`src/rtl/fmul_d_arb.sv`:
```
`default_nettype none
// ============================================================================
// Module   : fmul_d_arb
// Purpose  : Round-robin sequencer sharing one multi-cycle fmul_d unit between
//            up to four requesters, with watchdog timeout and flush.
// Revision : 1.0 - initial release
// ============================================================================
module fmul_d_arb #(
    parameter int NREQ    = 2,
    parameter int TIMEOUT = 15
) (
    input  logic                 i_clk,
    input  logic                 i_rst,
    input  logic [NREQ-1:0]      i_req_valid,
    input  logic [64*NREQ-1:0]   i_req_a,
    input  logic [64*NREQ-1:0]   i_req_b,
    output logic [NREQ-1:0]      o_req_ready,
    output logic [NREQ-1:0]      o_resp_valid,
    output logic [63:0]          o_resp_res,
    output logic                 o_resp_overflow,
    output logic                 o_resp_illegal,
    input  logic                 i_flush,
    output logic                 o_mul_ena,
    output logic [63:0]          o_mul_a,
    output logic [63:0]          o_mul_b,
    input  logic                 i_mul_valid,
    input  logic [63:0]          i_mul_res,
    input  logic                 i_mul_overflow,
    input  logic                 i_mul_illegal,
    output logic                 o_busy
);

    localparam int          c_IW      = (NREQ > 1) ? $clog2(NREQ) : 1;
    localparam logic [3:0]  c_TO_LAST = 4'(TIMEOUT - 1);
    localparam logic [63:0] c_QNAN    = 64'h7FF8_0000_0000_0000;

    typedef enum logic [2:0] {
        S_IDLE  = 3'd0,
        S_ISSUE = 3'd1,
        S_WAIT  = 3'd2,
        S_RESP  = 3'd3,
        S_DRAIN = 3'd4
    } state_t;

    state_t            r_state;
    logic [c_IW-1:0]   r_rr_ptr;
    logic [c_IW-1:0]   r_owner;
    logic [3:0]        r_cnt;
    logic [63:0]       r_mul_a;
    logic [63:0]       r_mul_b;
    logic              r_mul_ena;
    logic [NREQ-1:0]   r_resp_valid;
    logic [63:0]       r_resp_res;
    logic              r_resp_ovf;
    logic              r_resp_ill;
    logic              r_busy;

    logic              w_grant;
    logic [c_IW-1:0]   w_grant_idx;
    logic [c_IW-1:0]   w_cand;
    logic [NREQ-1:0]   w_ready;
    logic              w_timeout;
    int                w_scan;

    // Scan starts just past the last owner so every requester gets a turn.
    always_comb begin
        w_grant     = 1'b0;
        w_grant_idx = '0;
        w_cand      = '0;
        w_ready     = '0;
        w_scan      = 0;
        if (r_state == S_IDLE) begin
            for (int i = 1; i <= NREQ; i++) begin
                w_scan = (int'(r_rr_ptr) + i) % NREQ;
                w_cand = c_IW'(w_scan);
                if (!w_grant && i_req_valid[w_cand]) begin
                    w_grant         = 1'b1;
                    w_grant_idx     = w_cand;
                    w_ready[w_cand] = 1'b1;
                end
            end
        end
    end

    assign w_timeout = (r_cnt == c_TO_LAST);

    always_ff @(posedge i_clk) begin
        if (i_rst) begin
            r_state      <= S_IDLE;
            r_rr_ptr     <= c_IW'(NREQ - 1);
            r_owner      <= '0;
            r_cnt        <= '0;
            r_mul_a      <= '0;
            r_mul_b      <= '0;
            r_mul_ena    <= 1'b0;
            r_resp_valid <= '0;
            r_resp_res   <= '0;
            r_resp_ovf   <= 1'b0;
            r_resp_ill   <= 1'b0;
            r_busy       <= 1'b0;
        end else begin
            r_mul_ena    <= 1'b0;
            r_resp_valid <= '0;
            case (r_state)
                S_IDLE: begin
                    if (w_grant) begin
                        r_mul_a   <= i_req_a[int'(w_grant_idx)*64 +: 64];
                        r_mul_b   <= i_req_b[int'(w_grant_idx)*64 +: 64];
                        r_owner   <= w_grant_idx;
                        r_rr_ptr  <= w_grant_idx;
                        r_mul_ena <= 1'b1;
                        r_busy    <= 1'b1;
                        r_state   <= S_ISSUE;
                    end
                end
                S_ISSUE: begin
                    r_cnt   <= '0;
                    r_state <= i_flush ? S_DRAIN : S_WAIT;
                end
                S_WAIT: begin
                    if (i_flush) begin
                        // A coincident result or expiry means the unit is already empty.
                        if (i_mul_valid || w_timeout) begin
                            r_busy  <= 1'b0;
                            r_state <= S_IDLE;
                        end else begin
                            r_cnt   <= r_cnt + 4'd1;
                            r_state <= S_DRAIN;
                        end
                    end else if (i_mul_valid) begin
                        r_resp_res            <= i_mul_res;
                        r_resp_ovf            <= i_mul_overflow;
                        r_resp_ill            <= i_mul_illegal;
                        r_resp_valid[r_owner] <= 1'b1;
                        r_state               <= S_RESP;
                    end else if (w_timeout) begin
                        r_resp_res            <= c_QNAN;
                        r_resp_ovf            <= 1'b0;
                        r_resp_ill            <= 1'b1;
                        r_resp_valid[r_owner] <= 1'b1;
                        r_state               <= S_RESP;
                    end else begin
                        r_cnt <= r_cnt + 4'd1;
                    end
                end
                S_RESP: begin
                    r_busy  <= 1'b0;
                    r_state <= S_IDLE;
                end
                S_DRAIN: begin
                    if (i_mul_valid || w_timeout) begin
                        r_busy  <= 1'b0;
                        r_state <= S_IDLE;
                    end else begin
                        r_cnt <= r_cnt + 4'd1;
                    end
                end
                default: begin
                    r_busy  <= 1'b0;
                    r_state <= S_IDLE;
                end
            endcase
        end
    end

    assign o_req_ready     = w_ready;
    assign o_resp_valid    = r_resp_valid;
    assign o_resp_res      = r_resp_res;
    assign o_resp_overflow = r_resp_ovf;
    assign o_resp_illegal  = r_resp_ill;
    assign o_mul_ena       = r_mul_ena;
    assign o_mul_a         = r_mul_a;
    assign o_mul_b         = r_mul_b;
    assign o_busy          = r_busy;

endmodule
`default_nettype wire

```
`config.mk`:
```
export PLATFORM = sky130hd
export DESIGN_NAME = fmul_d_arb
export DESIGN_NICKNAME = d
export VERILOG_FILES = /design/src/rtl/fmul_d_arb.sv
export SDC_FILE = /design/constraint.sdc
export NUM_CORES = 1
export LEC_CHECK = 0
export ABC_AREA = 1
export CAP_MARGIN = 20
export CELL_PAD_IN_SITES_DETAIL_PLACEMENT = 1
export CELL_PAD_IN_SITES_GLOBAL_PLACEMENT = 1
export CORE_AREA = 10 10 199 201
export DETAILED_ROUTE_END_ITERATION = 10
export DIE_AREA = 0 0 209 211
export GPL_TIMING_DRIVEN = 0
export PLACE_DENSITY_LB_ADDON = 0.3
export SETUP_SLACK_MARGIN = 0.3
export SYNTH_ARGS = -nofsm -noshare
export SYNTH_HDL_FRONTEND = slang
export SYNTH_SLANG_ARGS = --single-unit
```
`constraint.sdc`:
```
create_clock -name i_clk -period 3.2 [get_ports i_clk]
set_clock_uncertainty 0.2 [all_clocks]
set_input_delay 0.48 -clock i_clk [delete_from_list [all_inputs] [get_ports i_clk]]
set_output_delay 0.48 -clock i_clk [all_outputs]
set_load 0.02 [all_outputs]
```
* After elaboration in Yosys (flattened, before gate mapping)
Index checks and enable logic that the tools add are counted.
Word-level totals: register bits 207, memory bits (read-only) 0, memory bits (writable) 0, output and inout bits 200, memories kept 0, logic and storage cells 101, latch bits 0, input bits 328
Cells by class: $lt $le $gt $ge 6, div/mod/pow operators 0, equality and inequality tests 10, shift-type cells 2, bitwise gates (word level) 5, mux-type cells 47, reductions and logical operators 16, add/sub/neg operators 3, multipliers 0
Operators with widths (count):
- 128-bit by 8-bit indexed part select with 64-bit output | 2
- 64-bit 2-to-1 mux | 2
- 1-bit 2-to-1 mux | 22
- 3-bit 2-to-1 mux | 7
- 4-bit 2-to-1 mux | 4
- 2-bit 2-to-1 mux | 6
- 3-bit one-hot mux with 4 select lines | 1
- 4-bit one-hot mux with 3 select lines | 1
- 3-bit AND reduction | 4
- 1-bit by 2-bit < comparator with 1-bit output (second input constant) | 3
- 2-bit inequality test (second input constant) | 3
- 3-bit inequality test (second input constant) | 2
- 4-bit by 1-bit adder with 4-bit output (second input constant) | 1
- 4-bit == test (second input constant) | 1
- 1-bit logical AND | 4
- 4-bit inequality test (second input constant) | 1
- 1-bit inverter | 4
- 1-bit one-hot mux with 4 select lines | 1
- 1-bit demux with 1-bit select | 3
- 3-bit by 1-bit == test with 1-bit output (second input constant) | 1
- 3-bit by 2-bit == test with 1-bit output (second input constant) | 1
- 3-bit == test (second input constant) | 1
- 1-bit >= comparator (second input constant) | 3
- 3-bit logical NOT | 1
- 9 further kinds | 10

* Longest topological paths before layout
Gate-level depths: netlist of run 1.
depth after elaboration 11, depth in mapped cells 10, mapped depth without buffers 10

* Worst setup path after synthesis of run 1
No wires, ideal clock.
kind input to register, from input i_rst, to register r_mul_a[0] (netlist: o_mul_a[0]), path buffers 3, stages 6, slack 1.520 ns, arrival 1.423 ns, path through clkbuf_1 > inv_1 > clkbuf_1 > clkbuf_1 > o211ai_1 > inv_2
RTL lines:
- start, declared | RTL line 13 | input logic i_rst,
- end signal, assigned | RTL line 107 | r_mul_a <= i_req_a[int'(w_grant_idx)*64 +: 64];
- end, declared | RTL line 49 | logic [63:0] r_mul_a;
No word-level cell between the ends.

* Worst setup path after layout of run 1
from register r_state[2], to output o_req_ready[1]
On the way: word-level cells in the longest chain between the ends 2
RTL lines:
- start, declared | RTL line 45 | state_t r_state;
- start signal, assigned | RTL line 118 | r_state <= i_flush ? S_DRAIN : S_WAIT;
- 3-bit logical NOT | RTL line 72 | if (r_state == S_IDLE) begin
- 2-bit 2-to-1 mux | RTL line 72
- end, declared | RTL line 17 | output logic [NREQ-1:0] o_req_ready,
Every way passes these cells.

==> impl_metrics.ini, run 1 <==
[drt]
firstDrtPassIters = 4
drc_errors = 0
drtAntennaViolNets = 0
viasPerCell = 4.60
wl_per_cell_um = 21.2
drt_iter0_drc = 461
wirelength_mm = 48.0
routed-via-count = 10400

[synth]
synth.cells.most_frequent = nand2_1, dfxtp_1, nand3_1
synth-compound-area-share = 0.151
muxShareOfSynthArea = 0
syn_inst = 1232
synth_edf_count = 0
synth_simple_gate_area_frac = 0.269
synth_area_leaders = dfxtp_1, nand2_1, o211ai_1
synth_top_area_share = 0.464
synth_top_family_by_area = simple AND/OR/NAND/NOR gates
post-synth-top-count-cell = nand2_1
synth_top_area_cell = dfxtp_1
synth_cell_types = 23
avgSynthCellArea_um2 = 7.25
yosys.area_share.adder = 0.00280
ys_async_sr_fraction = 0
ys_warn_count = 0
syn_nets = 1562
synth_seq_cells = 207
synth_xor_area_frac = 0
syn-cell-area_um2 = 8930
yosys_most_used_dff = dfxtp_1
ys_seq_area_frac = 0.464

[sta]
rsz0062_at_grt = false
period_needed_ns = 2.65
slew_headroom = 0.497
fmax_ghz = 0.377
worst_pin_slew_ns = 0.754
holdWs_ns = 0.261
maxSlewViolCount = 0
fin_tns_setup_ns = 0
setup_violations = 0
hold_viol = 0
post-route-period-util = 0.829

[global_route]
grt_pass1_vias = 11200
track_usage = 0.206
grt_overflow = 0
grt_max_degree = 13
grt_pass1_wl_mm = 71.5
antenna_found_initial = 4

[clock_tree]
tritoncts = done
ctsHoldBuffers = 0
cts_made_buffers = 25
clockRootBuffer = clkbuf_16
cts_htree_levels = 1
clock_latency_ns = 0.52
clockBufferDepth = 3
cts.sinks = 207
clkTransAtPathRegs_ns = 0.06

[critical_path]
critical_path_class = reg2out
cp.arrival_ns = 1.97
crit_path_start_kind = flop
cp_num_buf_inv = 2
worstSetupStartpoint = r_state[2]
worstPathCellList = nor2_4, nand2_2, nor2_4, buf_2, dlygate4sd2_1
path_max_fanout = 10
cpMostUsedCell = nor2_4
cp_slowest_stage_delay_ns = 0.39
path_delay_family = buffers and inverters
r2r-end = o_resp_res[55]
r2r_start = r_cnt[0]
critical-path-slowest-cell = dlygate4sd2_1
cp-end-kind = output port
r2r_slack_ns = 1.02
crit_required_ns = 2.52
reg2regPathDepth = 9

[pwr]
p_total_mw = 8.63
pwr-share-seq = 0.351
p_clk_frac = 0.339
p_per_area_nw_per_um2 = 553
p_sw_mw = 2.75
power_frac_comb = 0.310
internal_power_mw = 5.88
p_sw_frac = 0.319
irDropWorstVdd_uv = 371
p_leak_nw = 6.62

[min_path]
holdPathEnd = o_resp_res[16]
worstHoldStart = o_resp_res[16]
min_path_type = reg2reg
hold_depth = 2

[place]
dpl.hpwl_mm = 38.8
gp_congestion = 0.858
port_buffers = 526

[floorplanning]
num_rows = 69
coreArea_um2 = 35400
ios = 528
die_h_um = 211
die_area_um2 = 44100
start_util = 0.252
die_x_um = 209

[status]
status = completed

[run]
drv_cap = 0

[finish]
nFillCells = 4327
drive_above_1_share = 0.116
area_growth_pct = 74.9
fin_nets = 2115
final_util = 0.441
[what timing repair did]
item | CTS | global route
endpoints found under the setup margin | 1 | 0
buffers inserted | 0 | 0
resized for setup | 1 | 0
[cell usage in the layout, fill, tap and decap left out, types with 2 or more instances in the layout]
cell type	instances
clkdlybuf4s50_1	525
nand2_1	394
dfxtp_1	207
nand3_1	137
o211ai_1	128
inv_2	98
a21oi_1	57
buf_2	49
inv_1	48
nor2_1	40
clkbuf_1	31
clkbuf_16	25
o21ai_0	16
buf_4	13
clkbuf_8	9
nor2_4	4
nand2_2	2
nor3_1	2
o21bai_1	2
ha_1	2
bufinv_16	2
clkinv_2	2
clkinvlp_4	2
[logic make-up after synthesis]
family | Yosys count
adder cells (fa/ha/maj) | 2
flip-flops | 207
AND/OR/NAND/NOR | 582
AO/OA/AOI/OAI | 204
buffers and inverters | 237
[layout make-up]
cell class	instances	area, um2	share of cell area
antenna	1	2.50	0.000160
buffer	91	460	0.0295
clock buffer	38	764	0.0489
clock inverter	6	85.1	0.00545
inverter	146	548	0.0351
multi-input combinational	788	3780	0.242
sequential	207	4140	0.265
tap	461	577	0.0369
timing repair buffer	526	5260	0.337
[worst max path at each step]
stage | to | slack, ns | cells after the start
floorplan | o_mul_a[0] | 1.52 | 6
global placement | o_req_ready[1] | 0.28 | 6
detailed placement | o_req_ready[1] | 0.28 | 6
CTS | o_req_ready[1] | 0.49 | 5
global route | o_req_ready[1] | 0.42 | 5
finish | o_req_ready[1] | 0.55 | 5
[power by group through the flow]
stage               Sequential [mW]  Clock (mW)  Combinational (mW)
floorplan                      3.41           0               0.942
global placement               3.06           0                2.68
detailed placement             3.08           0                2.71
CTS                            3.03        3.02                2.72
global route                   3.07        3.12                2.90
finish                         3.03        2.92                2.68
[registers in the layout, summed over array words and instances (netlist names)]
register         count
o_resp_overflow      1
o_mul_ena            1
o_mul_b             64
r_rr_ptr             1
r_cnt                4
r_owner              1
o_resp_res          64
o_resp_illegal       1
r_state              3
o_busy               1
o_resp_valid         2
o_mul_a             64
[through the flow]
step	cell area (um2)	setup WS (ns)	cells
floorplan	8930	1.52	1232
global placement	14800	0.282	2219
detailed placement	14800	0.279	2219
CTS	15600	0.490	2263
global route	15600	0.423	2264
finish	15600	0.548	2264
[per-layer routing]
layer  global-route usage  vias to the layer above  share of wire  wire (um)
met2                0.376                      329           0.51      24200
li1                     -                     5089              -          -
met3               0.0695                       56          0.080       3820
met5                    0                        -        0.00073         35
met4               0.0365                        6          0.015        741
met1                0.229                     4932           0.40      19100
[worst register-to-register path, cell delays in order, from the launching register on]
cell,delay (ns)
dfxtp_1,0.34
inv_1,0.10
ha_1,0.16
nand3_1,0.09
nand2_1,0.18
inv_1,0.13
nor2_1,0.35
clkbuf_2,0.31
o21ai_0,0.14
nor2_1,0.13
No activity file was read; power rests on OpenSTA's default activity.
==> run 2: changes to the inputs <==
--- a/config.mk
+++ b/config.mk
@@ -9,9 +9,9 @@
 export CAP_MARGIN = 20
 export CELL_PAD_IN_SITES_DETAIL_PLACEMENT = 1
 export CELL_PAD_IN_SITES_GLOBAL_PLACEMENT = 1
-export CORE_AREA = 10 10 199 201
+export CORE_MARGIN = 10
+export CORE_UTILIZATION = 23
 export DETAILED_ROUTE_END_ITERATION = 10
-export DIE_AREA = 0 0 209 211
 export GPL_TIMING_DRIVEN = 0
 export PLACE_DENSITY_LB_ADDON = 0.3
 export SETUP_SLACK_MARGIN = 0.3
==> constraint.sdc (replaced) <==
create_clock -name i_clk -period 2.2 [get_ports i_clk]
set_clock_uncertainty 0.2 [all_clocks]
set_input_delay 0.33 -clock i_clk [delete_from_list [all_inputs] [get_ports i_clk]]
set_output_delay 0.33 -clock i_clk [all_outputs]
set_load 0.02 [all_outputs]
==> run 2 against run 1 <==
Against the previous run:
- worst hold slack worse by 0.10 ns
- design area up 1.7%
- largest power group unchanged
- critical path type unchanged
- total power up 45%
- via count up 0.82%
- sequential cell count unchanged
- routed wire length up 1.8%
- cell count up 3.3%
- clock power up 44%
- combinational power up 45%
==> impl_metrics.ini, run 2 (synthesized netlist as in run 1, its figures left out) <==
[pwr]
p_leak_nw = 7.55
p_per_area_nw_per_um2 = 786
irDropWorstVdd_uv = 516

[global_route]
track_usage = 0.196
grt_pass1_vias = 11300
grt_pass1_wl_mm = 71.3
grt_max_degree = 13
grt_overflow = 0
antenna_found_initial = 9

[clock_tree]
clockBufferDepth = 3
clkTransAtPathRegs_ns = 0.06
cts_made_buffers = 27
clockRootBuffer = clkbuf_16
cts.sinks = 207
tritoncts = done
ctsHoldBuffers = 0
cts_htree_levels = 1
clock_latency_ns = 0.53

[sta]
worst_pin_slew_ns = 0.617
post-route-period-util = 0.899
setup_slack_ns = 0.222
maxSlewViolCount = 0
slew_headroom = 0.589
setup_violations = 0
hold_viol = 0
period_needed_ns = 1.98
rsz0062_at_grt = true
fmax_ghz = 0.505

[drt]
firstDrtPassIters = 4
drc_errors = 0
wl_per_cell_um = 20.9
drt_iter0_drc = 400
routed-via-count = 10500
drtAntennaViolNets = 0
viasPerCell = 4.49
wirelength_mm = 48.8

[critical_path]
crit_path_start_kind = flop
cp.arrival_ns = 1.45
crit_required_ns = 1.67
path_max_fanout = 5
cp-end-kind = output port
critical_path_class = reg2out

[finish]
fin_nets = 2128
area_growth_pct = 77.9
final_area_um2 = 15900
nFillCells = 4765
drive_above_1_share = 0.133
mostFrequentLayoutCell = nand2_1
mostFrequentLayoutCells = nand2_1, clkdlybuf4s50_1, dfxtp_1, dlygate4sd2_1, nand3_1
final_util = 0.412

[floorplanning]
die_x_um = 217
coreArea_um2 = 38600
die_area_um2 = 47100
num_rows = 72
ios = 528
die_h_um = 217
start_util = 0.232

[place]
port_buffers = 526
gp_congestion = 0.841
dpl.hpwl_mm = 38.9
dp_slack_ns = -0.492
placed_cell_area_um2 = 14800

[status]
status = completed

[min_path]
min_path_type = in2reg

[run]
drv_cap = 0
run 2: cell count changes in the layout (fill, tap and decap cells not counted), moves of 5 or more:
| cell | previous run | this run |
|---|---|---|
| diode_2 | 1 | 6 |
| buf_2 | 49 | 6 |
| buf_4 | 13 | 18 |
| buf_6 | 1 | 23 |
| buf_12 | 0 | 5 |
| clkbuf_1 | 31 | 26 |
| dlygate4sd2_1 | 1 | 196 |
| clkbuf_4 | 0 | 23 |
| clkdlybuf4s50_1 | 525 | 326 |
run 2: per-stage QoR:
step | instances | total power, mW | setup TNS (ns) | hold slack, ns
final | 2339 | 12.5 | 0 | 0.156
after detailed placement | 2276 | 8.45 | -35.03 | 0.255
after floorplan | 1232 | 6.32 | 0 | 0.217
after CTS | 2327 | 12.5 | 0 | 0.125
after global placement | 2276 | 8.39 | -35.21 | 0.247
after global routing | 2337 | 13.2 | 0 | 0.142
run 2: timing repair:
action,in CTS,in global routing
pin swaps,5,9
setup buffers,4,5
endpoints found under the setup margin,340,197
hold endpoints to repair,0,0
gates cloned,1,1
resized for setup,245,88
run 2: layout make-up:
cell class	count	area, um2	share of cell area
well taps	518	648	0.0408
clock inverters	6	36.3	0.00228
repair buffers	537	5150	0.324
flip-flops and latches	207	4150	0.261
plain buffers	91	704	0.0443
multi-input cells	788	3830	0.241
diodes	6	15.0	0.000945
clock buffers	40	805	0.0506
inverters	146	548	0.0345
run 2: worst paths after layout:
path | startpoint | endpoint | slack, ns | cells past startpoint
max | r_state[2] | o_req_ready[1] | 0.22 | 5
min | i_mul_res[50] | o_resp_res[50] | 0.16 | 3
max reg2reg | r_state[2] | o_mul_a[22] | 0.29 | 10
min reg2reg | o_resp_res[24] | o_resp_res[24] | 0.26 | 2
run 2: report_power, final:
group | total [mW] | switching [mW] | internal [mW]
registers | 4.39 | 0.218 | 4.18
clock network | 4.21 | 1.71 | 2.50
logic | 3.88 | 2.20 | 1.69
total | 12.5 | 4.12 | 8.36
run 2: critical path, cell delays in order, from the launching register on:
cell and delay (ns):
dfxtp_2 0.34, nor2_4 0.14, nand2_4 0.08, nor2_4 0.11
buf_8 0.12, buf_6 0.12
run 2: metal layers:
| metal | vias up | share of wire | GRT usage |
|---|---|---|---|
| met5 | - | 0.0011 | 0 |
| met4 | 8 | 0.021 | 0.0494 |
| met3 | 58 | 0.095 | 0.0718 |
| met2 | 341 | 0.50 | 0.344 |
| met1 | 4953 | 0.39 | 0.219 |
| li1 | 5137 | - | - |
